`src/rtl/channel_readout_serializer.sv`:
```
// rtl/channel_readout_serializer.sv - framed byte serialiser draining per-channel capture buffers
// Header, masked channel words (MSB-first or low byte only) per sample, footer; all outputs registered.
module channel_readout_serializer #(
  parameter int         NUM_CH     = 4,
  parameter int         WORD_BYTES = 2,
  parameter logic [7:0] FRAME_MARK = 8'h80,
  parameter logic [7:0] HDR_CODE   = 8'h02,
  parameter logic [7:0] FTR_CODE   = 8'h01
) (
  input  logic                           i_clk,
  input  logic                           i_rst,
  input  logic [NUM_CH-1:0]              i_ch_ready,
  input  logic [NUM_CH*WORD_BYTES*8-1:0] i_ch_data,
  output logic [NUM_CH-1:0]              o_ch_rd,
  input  logic [NUM_CH-1:0]              i_ch_mask,
  input  logic                           i_single_byte,
  input  logic                           i_rd_en,
  output logic [7:0]                     o_out_byte,
  output logic                           o_out_valid,
  output logic                           o_frame_active,
  output logic [15:0]                    o_sample_count
);

  localparam int CH_W = (NUM_CH > 1) ? $clog2(NUM_CH) : 1;
  localparam int BI_W = (WORD_BYTES > 1) ? $clog2(WORD_BYTES) : 1;
  localparam logic [BI_W-1:0] LAST_BI = BI_W'(WORD_BYTES - 1);

  typedef enum logic [2:0] {
    S_IDLE,
    S_HEADER,
    S_DATA,
    S_POP,
    S_CHECK,
    S_FOOTER
  } state_t;

  state_t              r_state;
  logic                r_hdr_idx;
  logic [CH_W-1:0]     r_ch;
  logic [BI_W-1:0]     r_byte_idx;
  logic [NUM_CH-1:0]   r_lmask;
  logic                r_single;
  logic [7:0]          r_out_byte;
  logic                r_out_valid;
  logic [NUM_CH-1:0]   r_ch_rd;
  logic                r_frame_active;
  logic [15:0]         r_sample_count;

  state_t              w_state_nxt;
  logic                w_hdr_nxt;
  logic [CH_W-1:0]     w_ch_nxt;
  logic [BI_W-1:0]     w_bidx_nxt;
  logic [NUM_CH-1:0]   w_lmask_nxt;
  logic                w_single_nxt;
  logic [7:0]          w_byte_nxt;
  logic                w_valid_nxt;
  logic [NUM_CH-1:0]   w_rd_nxt;
  logic                w_active_nxt;
  logic [15:0]         w_count_nxt;
  logic                w_load;
  logic                w_accept;
  logic                w_last_byte;
  logic [CH_W-1:0]     w_first_ch;
  logic [CH_W-1:0]     w_next_ch;
  logic                w_has_next;
  logic [BI_W-1:0]     w_bsel;
  logic [7:0]          w_data_byte;
  logic [WORD_BYTES-1:0][7:0] w_words [NUM_CH];

  for (genvar k = 0; k < NUM_CH; k++) begin : g_words
    assign w_words[k] = i_ch_data[k*WORD_BYTES*8 +: WORD_BYTES*8];
  end

  // Lowest enabled channel, and the next enabled channel above the current one.
  always_comb begin
    w_first_ch = '0;
    w_next_ch  = '0;
    w_has_next = 1'b0;
    for (int i = NUM_CH - 1; i >= 0; i--) begin
      if (r_lmask[i]) begin
        w_first_ch = CH_W'(i);
        if (CH_W'(i) > r_ch) begin
          w_next_ch  = CH_W'(i);
          w_has_next = 1'b1;
        end
      end
    end
  end

  assign w_accept    = r_out_valid & i_rd_en;
  assign w_last_byte = r_single | (r_byte_idx == LAST_BI);

  always_comb begin
    w_state_nxt  = r_state;
    w_hdr_nxt    = r_hdr_idx;
    w_ch_nxt     = r_ch;
    w_bidx_nxt   = r_byte_idx;
    w_lmask_nxt  = r_lmask;
    w_single_nxt = r_single;
    w_byte_nxt   = r_out_byte;
    w_valid_nxt  = r_out_valid;
    w_rd_nxt     = '0;
    w_active_nxt = r_frame_active;
    w_count_nxt  = r_sample_count;
    w_load       = 1'b0;
    case (r_state)
      S_IDLE: begin
        w_valid_nxt = 1'b0;
        if ((i_ch_ready & i_ch_mask) != '0) begin
          w_lmask_nxt  = i_ch_mask;
          w_single_nxt = i_single_byte;
          w_count_nxt  = '0;
          w_state_nxt  = S_HEADER;
          w_hdr_nxt    = 1'b0;
          w_byte_nxt   = FRAME_MARK;
          w_valid_nxt  = 1'b1;
          w_active_nxt = 1'b1;
        end
      end
      S_HEADER: begin
        if (w_accept) begin
          if (!r_hdr_idx) begin
            w_hdr_nxt  = 1'b1;
            w_byte_nxt = HDR_CODE;
          end else begin
            w_state_nxt = S_DATA;
            w_ch_nxt    = w_first_ch;
            w_bidx_nxt  = '0;
            w_load      = 1'b1;
          end
        end
      end
      S_DATA: begin
        if (w_accept) begin
          if (!w_last_byte) begin
            w_bidx_nxt = r_byte_idx + BI_W'(1);
            w_load     = 1'b1;
          end else begin
            w_rd_nxt[r_ch] = 1'b1;
            if (w_has_next) begin
              w_ch_nxt   = w_next_ch;
              w_bidx_nxt = '0;
              w_load     = 1'b1;
            end else begin
              w_state_nxt = S_POP;
              w_valid_nxt = 1'b0;
            end
          end
        end
      end
      S_POP: begin
        w_state_nxt = S_CHECK;
        if (r_sample_count != 16'hFFFF) begin
          w_count_nxt = r_sample_count + 16'd1;
        end
      end
      S_CHECK: begin
        if ((i_ch_ready & r_lmask) != '0) begin
          w_state_nxt = S_DATA;
          w_ch_nxt    = w_first_ch;
          w_bidx_nxt  = '0;
          w_load      = 1'b1;
        end else begin
          w_state_nxt = S_FOOTER;
          w_hdr_nxt   = 1'b0;
          w_byte_nxt  = FRAME_MARK;
          w_valid_nxt = 1'b1;
        end
      end
      S_FOOTER: begin
        if (w_accept) begin
          if (!r_hdr_idx) begin
            w_hdr_nxt  = 1'b1;
            w_byte_nxt = FTR_CODE;
          end else begin
            w_state_nxt  = S_IDLE;
            w_valid_nxt  = 1'b0;
            w_active_nxt = 1'b0;
          end
        end
      end
      default: begin
        w_state_nxt = S_IDLE;
        w_valid_nxt = 1'b0;
      end
    endcase
  end

  // Byte lane of the word about to be presented; index 0 is the least significant byte.
  always_comb begin
    w_bsel      = r_single ? '0 : (LAST_BI - w_bidx_nxt);
    w_data_byte = w_words[w_ch_nxt][w_bsel];
  end

  always_ff @(posedge i_clk) begin
    if (i_rst) begin
      r_state        <= S_IDLE;
      r_hdr_idx      <= 1'b0;
      r_ch           <= '0;
      r_byte_idx     <= '0;
      r_lmask        <= '0;
      r_single       <= 1'b0;
      r_out_byte     <= 8'h00;
      r_out_valid    <= 1'b0;
      r_ch_rd        <= '0;
      r_frame_active <= 1'b0;
      r_sample_count <= 16'h0000;
    end else begin
      r_state        <= w_state_nxt;
      r_hdr_idx      <= w_hdr_nxt;
      r_ch           <= w_ch_nxt;
      r_byte_idx     <= w_bidx_nxt;
      r_lmask        <= w_lmask_nxt;
      r_single       <= w_single_nxt;
      r_out_byte     <= w_load ? w_data_byte : w_byte_nxt;
      r_out_valid    <= w_load | w_valid_nxt;
      r_ch_rd        <= w_rd_nxt;
      r_frame_active <= w_active_nxt;
      r_sample_count <= w_count_nxt;
    end
  end

  assign o_ch_rd        = r_ch_rd;
  assign o_out_byte     = r_out_byte;
  assign o_out_valid    = r_out_valid;
  assign o_frame_active = r_frame_active;
  assign o_sample_count = r_sample_count;

endmodule

```
`config.mk`:
```
export PLATFORM = sky130hd
export DESIGN_NAME = channel_readout_serializer
export DESIGN_NICKNAME = d
export VERILOG_FILES = /design/src/rtl/channel_readout_serializer.sv
export SDC_FILE = /design/constraint.sdc
export NUM_CORES = 1
export LEC_CHECK = 0
export ABC_CLOCK_PERIOD_IN_PS = 3800
export CORE_UTILIZATION = 45
export CTS_CLUSTER_SIZE = 20
export DETAILED_ROUTE_END_ITERATION = 7
export GPL_TIMING_DRIVEN = 0
export PLACE_DENSITY = 0.81
export SETUP_SLACK_MARGIN = 0.2
export SYNTH_ARGS = -nofsm -noshare
export SYNTH_HDL_FRONTEND = slang
export SYNTH_SLANG_ARGS = --single-unit
```
`constraint.sdc`:
```
create_clock -name i_clk -period 3.8 [get_ports i_clk]
set_input_delay 0.57 -clock i_clk [delete_from_list [all_inputs] [get_ports i_clk]]
set_output_delay 0.57 -clock i_clk [all_outputs]
set_load 0.05 [all_outputs]
```
==> results by group <==
Logic synthesis
  • Synth warn: 0
  • Asr flop ratio synth: 0%
  • Largest family of logic cells by synthesized area: simple AND/OR/NAND/NOR gates
  • Synth Flop Type: dfxtp_1
  • Post-synth EDFFs: 0
  • Top cells by area, synth: dfxtp_1 32%, nor2_1 5.3%, nand2_1 4.8%
  • Cell variety after synth: 59
  • Cells after Synth: 332
  • Mux cell area share after synthesis: ~6.6%
  • Yosys top cell area share: a little under a third
  • Mapped Nets: just over 400
  • Flops & latches, synth: between 40 and 50
  • Sequential share of the synthesized area: a little under a third
  • Post-synthesis xor/xnor area fraction: 2.96%
  • Syn Std Cell Area: ~0.0027 mm²
  • Post-Syn Area per Cell: 8.03 µm²
  • Post-Synth Simple-Gate Area: around 28%
  • Yosys top cell by area: dfxtp_1
  • Synth Area in Compound Gates: between 20% and 30%
  • Adder-Cell Fraction of Synth Area: less than 1%

Layout
  • Fillers: just under 500
  • Antenna diode count: 0
  • Share of cells above drive strength 1: about 8.1%
  • Area growth syn-to-layout: 46.0%
  • Layout Cell Area excl Fill: 0.00389 mm²
  • NumNets Final: between 500 and 600
  • Final std cells w/o fill: 517
  • Final Util: a little over two thirds

Global route
  • Global-route wire length before repair: ~13,000 µm
  • Global route overflow: 0
  • Vias in the first global route: 2,790
  • Initial antenna violation count: 0
  • All-Layer GR Usage: about a quarter
  • Largest net degree at the start of global routing: 14

Floorplan
  • DIE HEIGHT: between 70 and 80 µm
  • Die W: 79.0 µm
  • Row count: 27
  • Ports: roughly 110
  • Initial cell density of the core: between 40% and 50%
  • Core box area: 0.00561 mm²
  • Die area: just over 0.006 mm²

Timing
  • Setup Total Neg Slack: 0 ns
  • Max_slew headroom: between 50 and 60%
  • Final Hold Fails: 0
  • Part of the cycle the worst path needs: between 70% and 80%
  • Min Hold Slack: 0.484 ns
  • Highest Clock Rate: approximately 0.35 GHz
  • Worst-case clock skew: about 0.0088 ns
  • Min Tclk post-route: 2.89 ns
  • RSZ-0062 raised after global routing: false
  • Worst-Margin Slew: approximately 0.73 ns
  • Slew Viols, Final: 0
  • Count of final setup violators: 0

Critical path
  • Setup crit end kind: flop
  • Critical path, cell by cell: clkdlybuf4s50_1 -> a22oi_2 -> a211oi_2 -> or4_1 -> buf_4 -> and2b_1 -> nor2_1 -> nand3_1 -> a32o_1
  • Crit path largest cell delay: approximately 0.53 ns
  • Crit path kind: in2reg
  • WP data arrival: 3.09 ns
  • Worst Path Required: about 4 ns
  • Crit Path Max Fanout: 7
  • Crit path max-delay cell type: or4_1
  • Setup crit start kind: input pin

Clocking
  • CTS tree: done
  • CTS Buf Count: 5
  • Clock transition at path regs: 0.08 ns
  • Clk sink count: 42
  • Post-CTS setup buffers: 0
  • Count of hold-fix buffers inserted at cts: 0
  • Post-CTS Resized: 0
  • Later-pin clock latency in the skew report: ~0.3 ns
  • Root buf cell: clkbuf_8
  • Htree depth: 2
  • Clock Tree Buf Depth: 2

Placement
  • Area after DPL: between 0.003 and 0.004 mm²
  • Placed Instances: 509
  • IO Port Bufs: ~110
  • Detailed Place HPWL: a little over 6000 µm
  • Gpl congestion: 0.847

Routing
  • WL/cell: ~15 µm
  • Post-DRT Antenna Nets: 0
  • Wirelength, routed: roughly 8000 µm
  • Total iterations of the first detailed-routing run: 5
  • DRC viols: 0
  • Via count: around 3,000
  • Initial DRC Count: 220
  • DR vias/cell: approximately 5.8

Flow run
  • Max cap viols: 0

Worst hold path
  • Hold Path Class: reg2reg

Pwr
  • Pwr Density: between 200 and 300 mW/mm²
  • LEAKAGE: approximately 1.4 nW
  • Peak supply drop: 123 µV

Run status
  • Outcome: complete, no violations
-- path summary, 6_finish.rpt --
kind	slack (ns)	start	end	depth (start not counted)
max	0.91	i_ch_ready[2]	o_out_byte[5]	9
min reg2reg	0.48	o_out_byte[2]	o_out_byte[2]	1
max reg2reg	1.16	r_ch[0]	o_out_byte[6]	9
min	0.48	o_out_byte[2]	o_out_byte[2]	1
-- Yosys cell counts (3+ instances only) --
cell      instances
nor2_1           38
dfxtp_1          42
o21ai_0          16
nor2b_1          16
nand2_1          34
and4_1            5
nand2b_1          3
a32o_1            5
a21oi_1          15
nand3_1          11
buf_2             9
mux2i_1          12
inv_1             7
and2_1            3
or2_2             3
xnor2_1           7
o21ai_1           6
a31oi_1          10
and3_1            4
a221oi_1         12
or3_1             6
nor3b_1           3
nor3_1            8
clkbuf_1          7
o32ai_1           3
o211ai_1          5
-- metal layers --
metal | global-route usage (%) | share of wire [%]
met1 | 29.3 | 40
met2 | 47.1 | 49
met3 | 7.70 | 8.6
met4 | 7.27 | 1.7
met5 | 0 | 0
-- registers in the layout, summed over array words and instances (netlist names) --
name	cells
o_ch_rd	4
o_sample_count	16
o_out_byte	8
o_out_valid	1
r_hdr_idx	1
o_frame_active	1
r_byte_idx	1
r_single	1
r_lmask	4
r_state	3
r_ch	2
-- power by group --
group	total [mW]	leakage [nW]	internal [mW]	switching (mW)
Sequential	0.466	0.341	0.451	0.0147
Clock	0.291	0.0452	0.130	0.161
Combinational	0.230	1.03	0.123	0.107
-- critical path, delay by kind of cell --
kind | cells | cell delay (ns)
compound gates | 3 | 0.66
simple gates | 4 | 1.25
buf+inv | 2 | 0.61
-- cell families (layout without fill, tap and decap cells) --
kind of cell             Yosys count  count (layout)
multiplexers                      15              15
XOR/XNOR                           9               9
AO/OA/AOI/OAI                     94              94
buffers and inverters             26             139
AND/OR/NAND/NOR                  145             145
flip-flops                        42              42
adder cells (fa/ha/maj)            1               1
-- metrics by stage --
step           power, mW  worst slack [ns]
2_1_floorplan      0.586              1.29
5_1_grt             1.03             0.685
6_report           0.986             0.907
3_3_place_gp       0.701             0.631
3_5_place_dp       0.704             0.622
4_1_cts            0.990             0.927
-- placed cells by master, fill, tap and decap left out, types with 6 or more instances in the layout --
master           Yosys  final
inv_1                7      7
a21oi_1             15     15
o21ai_0             16     16
clkdlybuf4s50_1      0    105
a31oi_1             10     10
a221oi_1            12     12
nor3_1               8      8
or3_1                6      6
dfxtp_1             42     42
nand3_1             11     11
clkbuf_1             7      8
nor2b_1             16     16
mux2i_1             12     12
o21ai_1              6      6
nor2_1              38     38
nand2_1             34     34
xnor2_1              7      7
buf_2                9      9
-- area by class of cell --
type | count | area, µm² | area share [%]
Buffer | 19 | 101 | 2.60
Clock buffer | 6 | 72.6 | 1.86
Clock inverter | 2 | 13.8 | 0.353
Inverter | 7 | 26.3 | 0.675
Multi-Input combinational cell | 264 | 1700 | 43.6
Sequential cell | 42 | 841 | 21.6
Tap cell | 72 | 90.1 | 2.31
Timing Repair Buffer | 105 | 1050 | 27.0
Note: power is estimated with default switching activity, not from simulation.
